### src/rtl/int_ctrl.sv
// int_ctrl: edge-triggered, maskable, fixed-priority interrupt controller
// that drives the single CPU request line ir1 and supplies the handler
// vector on acknowledge.
//
// Ports:
//   clk, reset       clock, synchronous active-high reset
//   irq_src [N_SRC]  peripheral request lines (rising edge = request)
//   mask    [N_SRC]  1 = source cannot raise ir1 (still recorded)
//   iack, eoi        CPU acknowledge / end-of-interrupt pulses
//   ir1              registered interrupt request to the CPU
//   vector [VEC_W]   handler address of the source in service
//   active_id [3]    index of the source in service
//   busy             high while a handler is running
//   pending [N_SRC]  latched request bits
module int_ctrl #(
  parameter int               N_SRC           = 4,
  parameter int               VEC_W           = 10,
  parameter logic [VEC_W-1:0] VEC_BASE        = 10'h3C0,
  parameter int               VEC_STRIDE_LOG2 = 2
) (
  input  logic             clk,
  input  logic             reset,
  input  logic [N_SRC-1:0] irq_src,
  input  logic [N_SRC-1:0] mask,
  output logic             ir1,
  input  logic             iack,
  input  logic             eoi,
  output logic [VEC_W-1:0] vector,
  output logic [2:0]       active_id,
  output logic             busy,
  output logic [N_SRC-1:0] pending
);

  typedef enum logic [1:0] {
    IDLE    = 2'd0,
    REQ     = 2'd1,
    SERVICE = 2'd2
  } state_e;

  state_e             state_q, state_d;
  logic [N_SRC-1:0]   irq_prev_q;
  logic [N_SRC-1:0]   pending_q;
  logic               ir1_q;
  logic               busy_q;
  logic [2:0]         active_id_q;
  logic [VEC_W-1:0]   vector_q;

  logic [N_SRC-1:0]   rise;
  logic [N_SRC-1:0]   elig;
  logic [N_SRC-1:0]   win_oh;
  logic [N_SRC-1:0]   clr;
  logic [2:0]         win_id;
  logic [VEC_W-1:0]   vec_d;
  logic               take;

  assign rise = irq_src & ~irq_prev_q;
  assign elig = pending_q & ~mask;

  // Two's-complement trick isolates the lowest set bit: lowest index wins.
  assign win_oh = elig & (~elig + N_SRC'(1));

  always_comb begin
    win_id = '0;
    for (int i = 0; i < N_SRC; i++) begin
      if (win_oh[i]) win_id = 3'(i);
    end
  end

  assign take  = (state_q == REQ) && iack && (|elig);
  assign clr   = take ? win_oh : '0;
  assign vec_d = VEC_BASE + (VEC_W'(win_id) << VEC_STRIDE_LOG2);

  always_comb begin
    state_d = state_q;
    unique case (state_q)
      IDLE: begin
        if (|elig) state_d = REQ;
      end
      REQ: begin
        if (take)         state_d = SERVICE;
        else if (~|elig)  state_d = IDLE;
      end
      SERVICE: begin
        if (eoi) state_d = IDLE;
      end
      default: state_d = IDLE;
    endcase
  end

  always_ff @(posedge clk) begin
    if (reset) begin
      state_q     <= IDLE;
      irq_prev_q  <= '0;
      pending_q   <= '0;
      ir1_q       <= 1'b0;
      busy_q      <= 1'b0;
      active_id_q <= '0;
      vector_q    <= '0;
    end else begin
      state_q    <= state_d;
      irq_prev_q <= irq_src;
      // A new edge on the bit being cleared keeps it pending.
      pending_q  <= (pending_q & ~clr) | rise;
      ir1_q      <= (state_d == REQ);
      busy_q     <= (state_d == SERVICE);
      if (take) begin
        active_id_q <= win_id;
        vector_q    <= vec_d;
      end
    end
  end

  assign ir1       = ir1_q;
  assign busy      = busy_q;
  assign pending   = pending_q;
  assign active_id = active_id_q;
  assign vector    = vector_q;

endmodule

### config.mk
export PLATFORM = sky130hd
export DESIGN_NAME = int_ctrl
export DESIGN_NICKNAME = d
export VERILOG_FILES = /design/src/rtl/int_ctrl.sv
export SDC_FILE = /design/constraint.sdc
export NUM_CORES = 1
export LEC_CHECK = 0
export CORE_MARGIN = 1.5
export CORE_UTILIZATION = 43
export DETAILED_ROUTE_END_ITERATION = 7
export HOLD_SLACK_MARGIN = 0.02
export PLACE_DENSITY_LB_ADDON = 0.2
export SYNTH_ARGS = -nofsm -noshare
export SYNTH_HDL_FRONTEND = slang
export SYNTH_SLANG_ARGS = --single-unit
### constraint.sdc
create_clock -name clk -period 1.6 [get_ports clk]
set_input_delay 0.32 -clock clk [delete_from_list [all_inputs] [get_ports clk]]
set_output_delay 0.32 -clock clk [all_outputs]
set_load 0.005 [all_outputs]
# Word-level counts from Yosys, hierarchy flattened
# Cells that the tools add are included.
# totals
register_bits,25
inputBits,12
out_inout_bits,19
word_cells,35
# classes
add_sub_neg,2
eq_ne,4
mux,9
n_bitwise,9
reduce_logical,4
# op_table
op,count
$and A4 B4 Y4,4
$not A4 Y4,4
$mux W2,5
$add A7 B6 Y8 const A,1
$pmux W2 S3,1
$add A4 B1 Y4 const B,1
$eq A2 B1 Y1 const B,2
$eq A2 B2 Y1 const B,2
$mux W4,1
$or A4 B4 Y4,1
$reduce_or A4 Y1,1
$mux W3,1
$logic_and A1 B1 Y1,2
$logic_not A2 Y1,1
$mux W1,1

# Logic depth before layout (Yosys ltp)
# Gate-level depths: netlist of run 1.
# logic_depth
depth_word,9
depth_mapped,3
ltp_nobuf,3

# Worst setup path before layout of run 1
# OpenSTA, ideal clock, no wires.
# synth_path
kind,reg-to-reg
from,reg pending_q[0] (netlist: pending[0])
to,reg active_id_q[0] (netlist: active_id[0])
setup_time_ns,0.122
t_arrival_ns,0.992
t_required_ns,1.478
setup_slack_ns,0.487
stages_incl_launch_ff,4
path_buffers,0
synth_period_minus_slack_ns,1.113
cell_sequence,dfxtp_1 > nor2b_4 > o41ai_4 > a221o_1
# synth_between
elab_chain_cells,7
elab_cells_between_ends,9
cone_classes,1 x add/sub; 3 x mux; 3 x bitwise; 2 x reduce/logical
# synth_rtl
item,line_no,rtl
from (decl),42,logic [N_SRC-1:0] pending_q;
from (signal assigned),103,pending_q <= (pending_q & ~clr) | rise;
$and A4 B4 Y4 *,57,assign elig = pending_q & ~mask;
$not A4 Y4,60,assign win_oh = elig & (~elig + N_SRC'(1));
$add A4 B1 Y4,60,
$and A4 B4 Y4,60,
$mux W1,65,if (win_oh[i]) win_id = 3'(i);
$mux W2,65,
$mux W3,65,
to (signal assigned),107,active_id_q <= win_id;
to (decl),45,logic [2:0] active_id_q;
# Mark *: on every way between the ends. The rest lies on a longest branch, timed or not.
# A chain may end at the register's enable or synchronous reset.

# Final worst setup path of run 1
# layout_path
from,reg pending_q[1] (netlist: pending[1])
to,out pending[1]
# layout_rtl
item,line_no,rtl
to (decl),31,output logic [N_SRC-1:0] pending
# No word-level cell between the ends.

==> run metrics, run 1 <==
status=complete, no violations; slowest stage delay, CP=0.52 ns; synth cell count leaders=dfxtp_1 (15), buf_4 (10), nor2b_1 (6), a21oi_1 (4), nand2b_1 (4); FF-to-FF End=ir1$_SDFF_PP0_; fraction of layout cells with a size suffix above 1=14.7%; post-place instance area=943 um2; worst-case reg-to-reg path depth=3; worst path buffer plus inverter count=1; clk root buf=clkbuf_4; Post-synth EDFFs=0; achievable clock frequency=0.669 GHz; drt initial violations=13; Leak=0.358 nW; Cells after Synth=70; Metal-1 WL=611 um; H-tree levels=1; Final Wtd Congestion=0.767; Clock transition at path regs=0.09 ns; Yosys top cell area share=42.0%; Tcrit/Tclk final=93.5%; setup TNS=0 ns; setup repair bufs after CTS=0; Final Util=63.6%; CTS tree=done; Reg power frac=53.5%; first-pass GRT wire length=2060 um; Final Non-Filler Cells=111; R2R setup slack=0.36 ns; Skew-Pair Late Insertion Delay=0.28 ns; # nets final=108; clock skew=0.00701 ns; vias in the first global route=504; # rows=14; Post-Synth XOR/XNOR Area=0%; antenna viol nets, final=0; CORE AREA=1520 um2; Power Internal=0.000583 W; routed length per placed instance=11.5 um; CP Depth=1; min Tclk post-route=1.50 ns; Comb power frac=19.2%; number of max-slew violations in the final report=0; largest family of logic cells by synthesized area=simple AND/OR/NAND/NOR gates; Die ar.=1910 um2; simple-gate share of the synthesized area=25.9%; Post-Route WL=1270 um; CP endpoint kind=output port; Sink Count=15; Mapped Area=714 um2; final setup fails=0; worst-path cell chain=clkdlybuf4s50_1; #FFs+latches synth=15; largest net degree at the start of global routing=9; WP data arrival=1.18 ns; total number of vias=570; synth top area cells=dfxtp_1 (42%), buf_4 (11%), nor2b_4 (5.8%); worst path required time=1.28 ns; Antenna Cells=0; post-CTS resize count=0; Overflow after GRT=0; end point of the critical path=pending[1]; Crit Path Max Fanout=4; dpl hpwl=1010 um; Max-cap violations=0; Met3 Wirelength=52 um; PwrDens=791 nW/um2; Compound-Gate Fraction of Synth Area=18.9%; syn avg cell area=10.2 um2; Initial Util=46.9%; CP max-delay cell=clkdlybuf4s50_1; Top Ports=31; DR WL met2=587 um; sequential area share after synthesis=42.0%; Switching Share=24.0%; Reg-to-Reg Start=pending[0]$_SDFF_PP0_; Clock power frac=27.3%; buffers from clock root to sink, at most=2; Die Width=43.8 um; area delta synth->final=35.7%; DRC viols=0; min-delay worst type=reg2reg; die height=43.8 um; Pre-Repair DR Iteration Count=4; most frequent cell after synthesis=dfxtp_1; Overall Global Routing Usage=14.5%; mux cell area share after synthesis=0%; Fin. Hold Viols=0; Setup crit start kind=flip-flop; cts hold-fix bufs=0; delay-heaviest family, CP=buffers and inverters; adder-cell share of the synthesized area=0%; IO Port Bufs=25; Net Switching=0.000184 W; RSZ-0062 raised after global routing=no; critical path type=reg2out; cts bufs inserted=3; YS warnings=0; maximum VDD drop=0.575 mV; highest routing layer actually used=met4; placed cell count=107; hold slack=0.477 ns; Yosys top cell by area=dfxtp_1; design area=970 um2; Async S/R FF share, synth=0%; Main synth FF type=dfxtp_1; crit path from=pending[1]$_SDFF_PP0_; Cell variety after synth=27; vias per cell=5.14; antenna violations before repair=0
==> cells in the final DEF, fill, tap and decap left out, types with 2 or more instances in the layout <==
cell type        instances
a221oi_1                 3
nor2b_4                  3
clkbuf_4                 3
conb_1                   5
dfxtp_1                 15
inv_1                    3
nor2b_1                  6
clkdlybuf4s50_1         25
nor4_1                   3
buf_4                    3
a21oi_1                  4
nand2b_1                 4
a2111oi_0                2
==> layer usage <==
layer | up-vias | GRT usage, %
met3 | 4 | 2.92
met2 | 18 | 21.8
met5 | - | 0
met1 | 260 | 18.9
met4 | 0 | 9.09
li1 | 288 | -
==> per-stage QoR <==
stage | setup slack (ns) | total power, W
2_1_floorplan | 0.487 | 0.000496
3_3_place_gp | -0.0145 | 0.000564
3_5_place_dp | -0.0510 | 0.000567
4_1_cts | 0.0869 | 0.000776
5_1_grt | 0.0482 | 0.000805
6_report | 0.104 | 0.000767
==> sequential cells by signal (all words and copies together), names as in the netlist <==
name / flops
active_id: 1
busy: 1
ir1: 1
irq_prev_q: 4
pending: 4
state_q: 2
vector: 2
==> how the worst min path moves through the flow <==
stage	start	end	slack (ns)	depth (start not counted)
after CTS	vector[3]$_SDFFE_PP0P_	vector[3]$_SDFFE_PP0P_	0.48	2
after detailed placement	vector[3]$_SDFFE_PP0P_	vector[3]$_SDFFE_PP0P_	0.47	2
after floorplan	reset	irq_prev_q[0]$_SDFF_PP0_	0.39	1
final	vector[3]$_SDFFE_PP0P_	vector[3]$_SDFFE_PP0P_	0.48	2
after global placement	vector[3]$_SDFFE_PP0P_	vector[3]$_SDFFE_PP0P_	0.47	2
after global routing	pending[2]$_SDFF_PP0_	pending[2]$_SDFF_PP0_	0.51	2
==> area by class of cell <==
type | instances | area [um2]
Timing Repair Buffer | 28 | 273
Sequential cell | 15 | 300
Inverter | 3 | 11.3
Multi-Input combinational cell | 45 | 339
Fill cell | 135 | 554
Clock buffer | 4 | 26.3
Tap cell | 16 | 20.0
==> logic make-up after synthesis <==
logic type,count (synthesis)
flip-flops,15
AO/OA/AOI/OAI,16
AND/OR/NAND/NOR,24
buffers and inverters,14
other,1
==> power groups by stage <==
stage               combinational [W]  clock [W]  sequential [W]
global placement             0.000146          0        0.000418
detailed placement           0.000148          0        0.000419
global route                 0.000160   0.000230        0.000414
finish                       0.000148   0.000209        0.000411
CTS                          0.000148   0.000217        0.000410
floorplan                   0.0000778          0        0.000418
No activity file was read; power rests on OpenSTA's default activity.
==> inputs of run 2 (changes only) <==
--- a/config.mk
+++ b/config.mk
@@ -9,6 +9,7 @@
 export CORE_UTILIZATION = 43
 export DETAILED_ROUTE_END_ITERATION = 7
 export HOLD_SLACK_MARGIN = 0.02
+export MAX_ROUTING_LAYER = met4
 export PLACE_DENSITY_LB_ADDON = 0.2
 export SYNTH_ARGS = -nofsm -noshare
 export SYNTH_HDL_FRONTEND = slang
==> run 2 against run 1 <==
  * Via count did not move
  * Power barely moved
  * Global-route usage rose by 0.45 points
  * Flip-flop and latch count did not move
  * Final cell count did not move
  * Critical path depth did not move
  * Clock skew barely moved
  * Clock power barely moved
  * Non-clock buffer count did not move
  * First-iteration DRC count did not move
  * Largest power group unchanged
  * Core utilization did not move
  * Cell area did not move
==> run metrics, run 2 (synthesized netlist as in run 1, its figures left out) <==
fraction of layout cells with a size suffix above 1=14.7% (unchanged); number of fill cells in the layout=135 (unchanged); commonest non-fill, non-tap cell in the layout=clkdlybuf4s50_1; worst path required time=1.28 ns (about the same); Crit Path Max Fanout=4 (unchanged); final setup fails=0 (unchanged); Pre-Repair DR Iteration Count=4 (unchanged); drt initial violations=13 (unchanged); delay-heaviest family, CP=buffers and inverters; critical path type=reg2out; H-tree levels=1 (unchanged); slowest stage delay, CP=0.52 ns (about the same); Antenna Cells=0 (unchanged); min-delay worst type=reg2reg; CTS tree=done; antenna violations before repair=0 (unchanged); # nets final=108 (unchanged); Sink Count=15 (unchanged); buffers from clock root to sink, at most=2 (unchanged); Max-cap violations=0 (unchanged); CP Depth=1 (unchanged); Tcrit/Tclk final=93.5% (about the same); Register Area=300 um2 (unchanged); worst path buffer plus inverter count=1 (unchanged); clk root buf=clkbuf_4; Post-Route WL=1270 um (about the same); maximum VDD drop=0.575 mV (about the same); Top Ports=31 (unchanged); Reg-to-Reg Start=pending[0]$_SDFF_PP0_; worst-case reg-to-reg path depth=3 (unchanged); min Tclk post-route=1.50 ns (+0.0000490 ns); Leak=0.358 nW (unchanged); Skew-Pair Late Insertion Delay=0.28 ns (about the same); end point of the critical path=pending[1]; CORE AREA=1520 um2 (unchanged); area occupied by multi-input gates=339 um2 (unchanged); cts bufs inserted=3 (unchanged); post-CTS resize count=0 (unchanged); CP endpoint kind=output port; status=complete, no violations; Overall Global Routing Usage=15.0% (+0.45 points); first-pass GRT wire length=2050 um (-0.34%); Final Wtd Congestion=0.777 (+1.3%); # rows=14 (unchanged); Initial Util=46.9% (unchanged); most frequent cells in the layout=clkdlybuf4s50_1 (25), dfxtp_1 (15), nor2b_1 (6); Fin. Hold Viols=0 (unchanged); hold depth=2 (unchanged); Clock transition at path regs=0.09 ns (about the same); area delta synth->final=35.7% (unchanged); FF-to-FF End=ir1$_SDFF_PP0_; Final Util=63.6% (unchanged); crit path from=pending[1]$_SDFF_PP0_; number of max-slew violations in the final report=0 (unchanged); die height=43.8 um (unchanged); vias in the first global route=504 (unchanged); Worst Slack Setup Final=0.104 ns (-0.0000490 ns); clock skew=0.00699 ns (-0.0000242 ns); antenna viol nets, final=0 (unchanged); RSZ-0062 raised after global routing=no; CP max-delay cell=clkdlybuf4s50_1; worst-path cell chain=clkdlybuf4s50_1; vias per cell=5.14 (unchanged); Setup crit start kind=flip-flop; DRC viols=0 (unchanged); achievable clock frequency=0.668 GHz (about the same); R2R setup slack=0.36 ns (about the same); Overflow after GRT=0 (unchanged); dpl hpwl=1010 um (unchanged); setup repair bufs after CTS=0 (unchanged); Placement Setup Slack=-0.0510 ns (unchanged); PwrDens=791 nW/um2 (about the same); cts hold-fix bufs=0 (unchanged); total number of vias=570 (unchanged); IO Port Bufs=25 (unchanged); WP data arrival=1.18 ns (about the same); Die ar.=1910 um2 (unchanged); Die Width=43.8 um (unchanged); routed length per placed instance=11.5 um (about the same); largest net degree at the start of global routing=9 (unchanged)
[run 2: cell counts in the layout (fill, tap and decap cells not counted)]
Identical to the previous run, type by type.
[run 2: cell type report]
| cell class | instances | area share (%) |
|---|---|---|
| well taps | 16 | 2.06 |
| flip-flops and latches | 15 | 31.0 |
| repair buffers | 28 | 28.1 |
| clock buffers | 4 | 2.71 |
| multi-input cells | 45 | 35.0 |
| inverters | 3 | 1.16 |
[run 2: stage by stage]
stage | std cells | hold slack, ns | cell area [um2] | TNS (ns) | power [W]
after global routing | 111 | 0.511 | 970 | 0 | 0.000805
after detailed placement | 107 | 0.468 | 943 | -0.173 | 0.000567
after CTS | 111 | 0.482 | 970 | 0 | 0.000776
after global placement | 107 | 0.470 | 943 | -0.0401 | 0.000564
final | 111 | 0.477 | 970 | 0 | 0.000767
after floorplan | 74 | 0.392 | 729 | 0 | 0.000496
[run 2: per-layer routing]
layer  part of all wire (%)  GRT usage (%)  wire length, um
met3                    4.7           2.92               60
met2                     46           21.8              589
met5                      0              -                0
met1                     47           18.9              604
met4                    1.3           9.09               17
[run 2: power by group]
group          switching [W]  internal, W  total [W]
logic              0.0000568    0.0000907   0.000148
clock network       0.000113    0.0000966   0.000209
registers          0.0000149     0.000396   0.000411
total               0.000184     0.000583   0.000767
[run 2: how the worst min path moves through the flow]
stage	startpoint	endpoint	slack, ns
after floorplan	reset	irq_prev_q[0]$_SDFF_PP0_	0.39
after global placement	vector[3]$_SDFFE_PP0P_	vector[3]$_SDFFE_PP0P_	0.47
after detailed placement	vector[3]$_SDFFE_PP0P_	vector[3]$_SDFFE_PP0P_	0.47
after CTS	vector[3]$_SDFFE_PP0P_	vector[3]$_SDFFE_PP0P_	0.48
after global routing	pending[2]$_SDFF_PP0_	pending[2]$_SDFF_PP0_	0.51
final	vector[3]$_SDFFE_PP0P_	vector[3]$_SDFFE_PP0P_	0.48
==> inputs of run 3 (changes only) <==
--- a/config.mk
+++ b/config.mk
@@ -8,6 +8,7 @@
 export CORE_MARGIN = 1.5
 export CORE_UTILIZATION = 43
 export DETAILED_ROUTE_END_ITERATION = 7
+export GPL_ROUTABILITY_DRIVEN = 0
 export HOLD_SLACK_MARGIN = 0.02
 export MAX_ROUTING_LAYER = met4
 export PLACE_DENSITY_LB_ADDON = 0.2
==> results of run 3 <==
Final layout, timing and power as in run 2 (identical DEF).
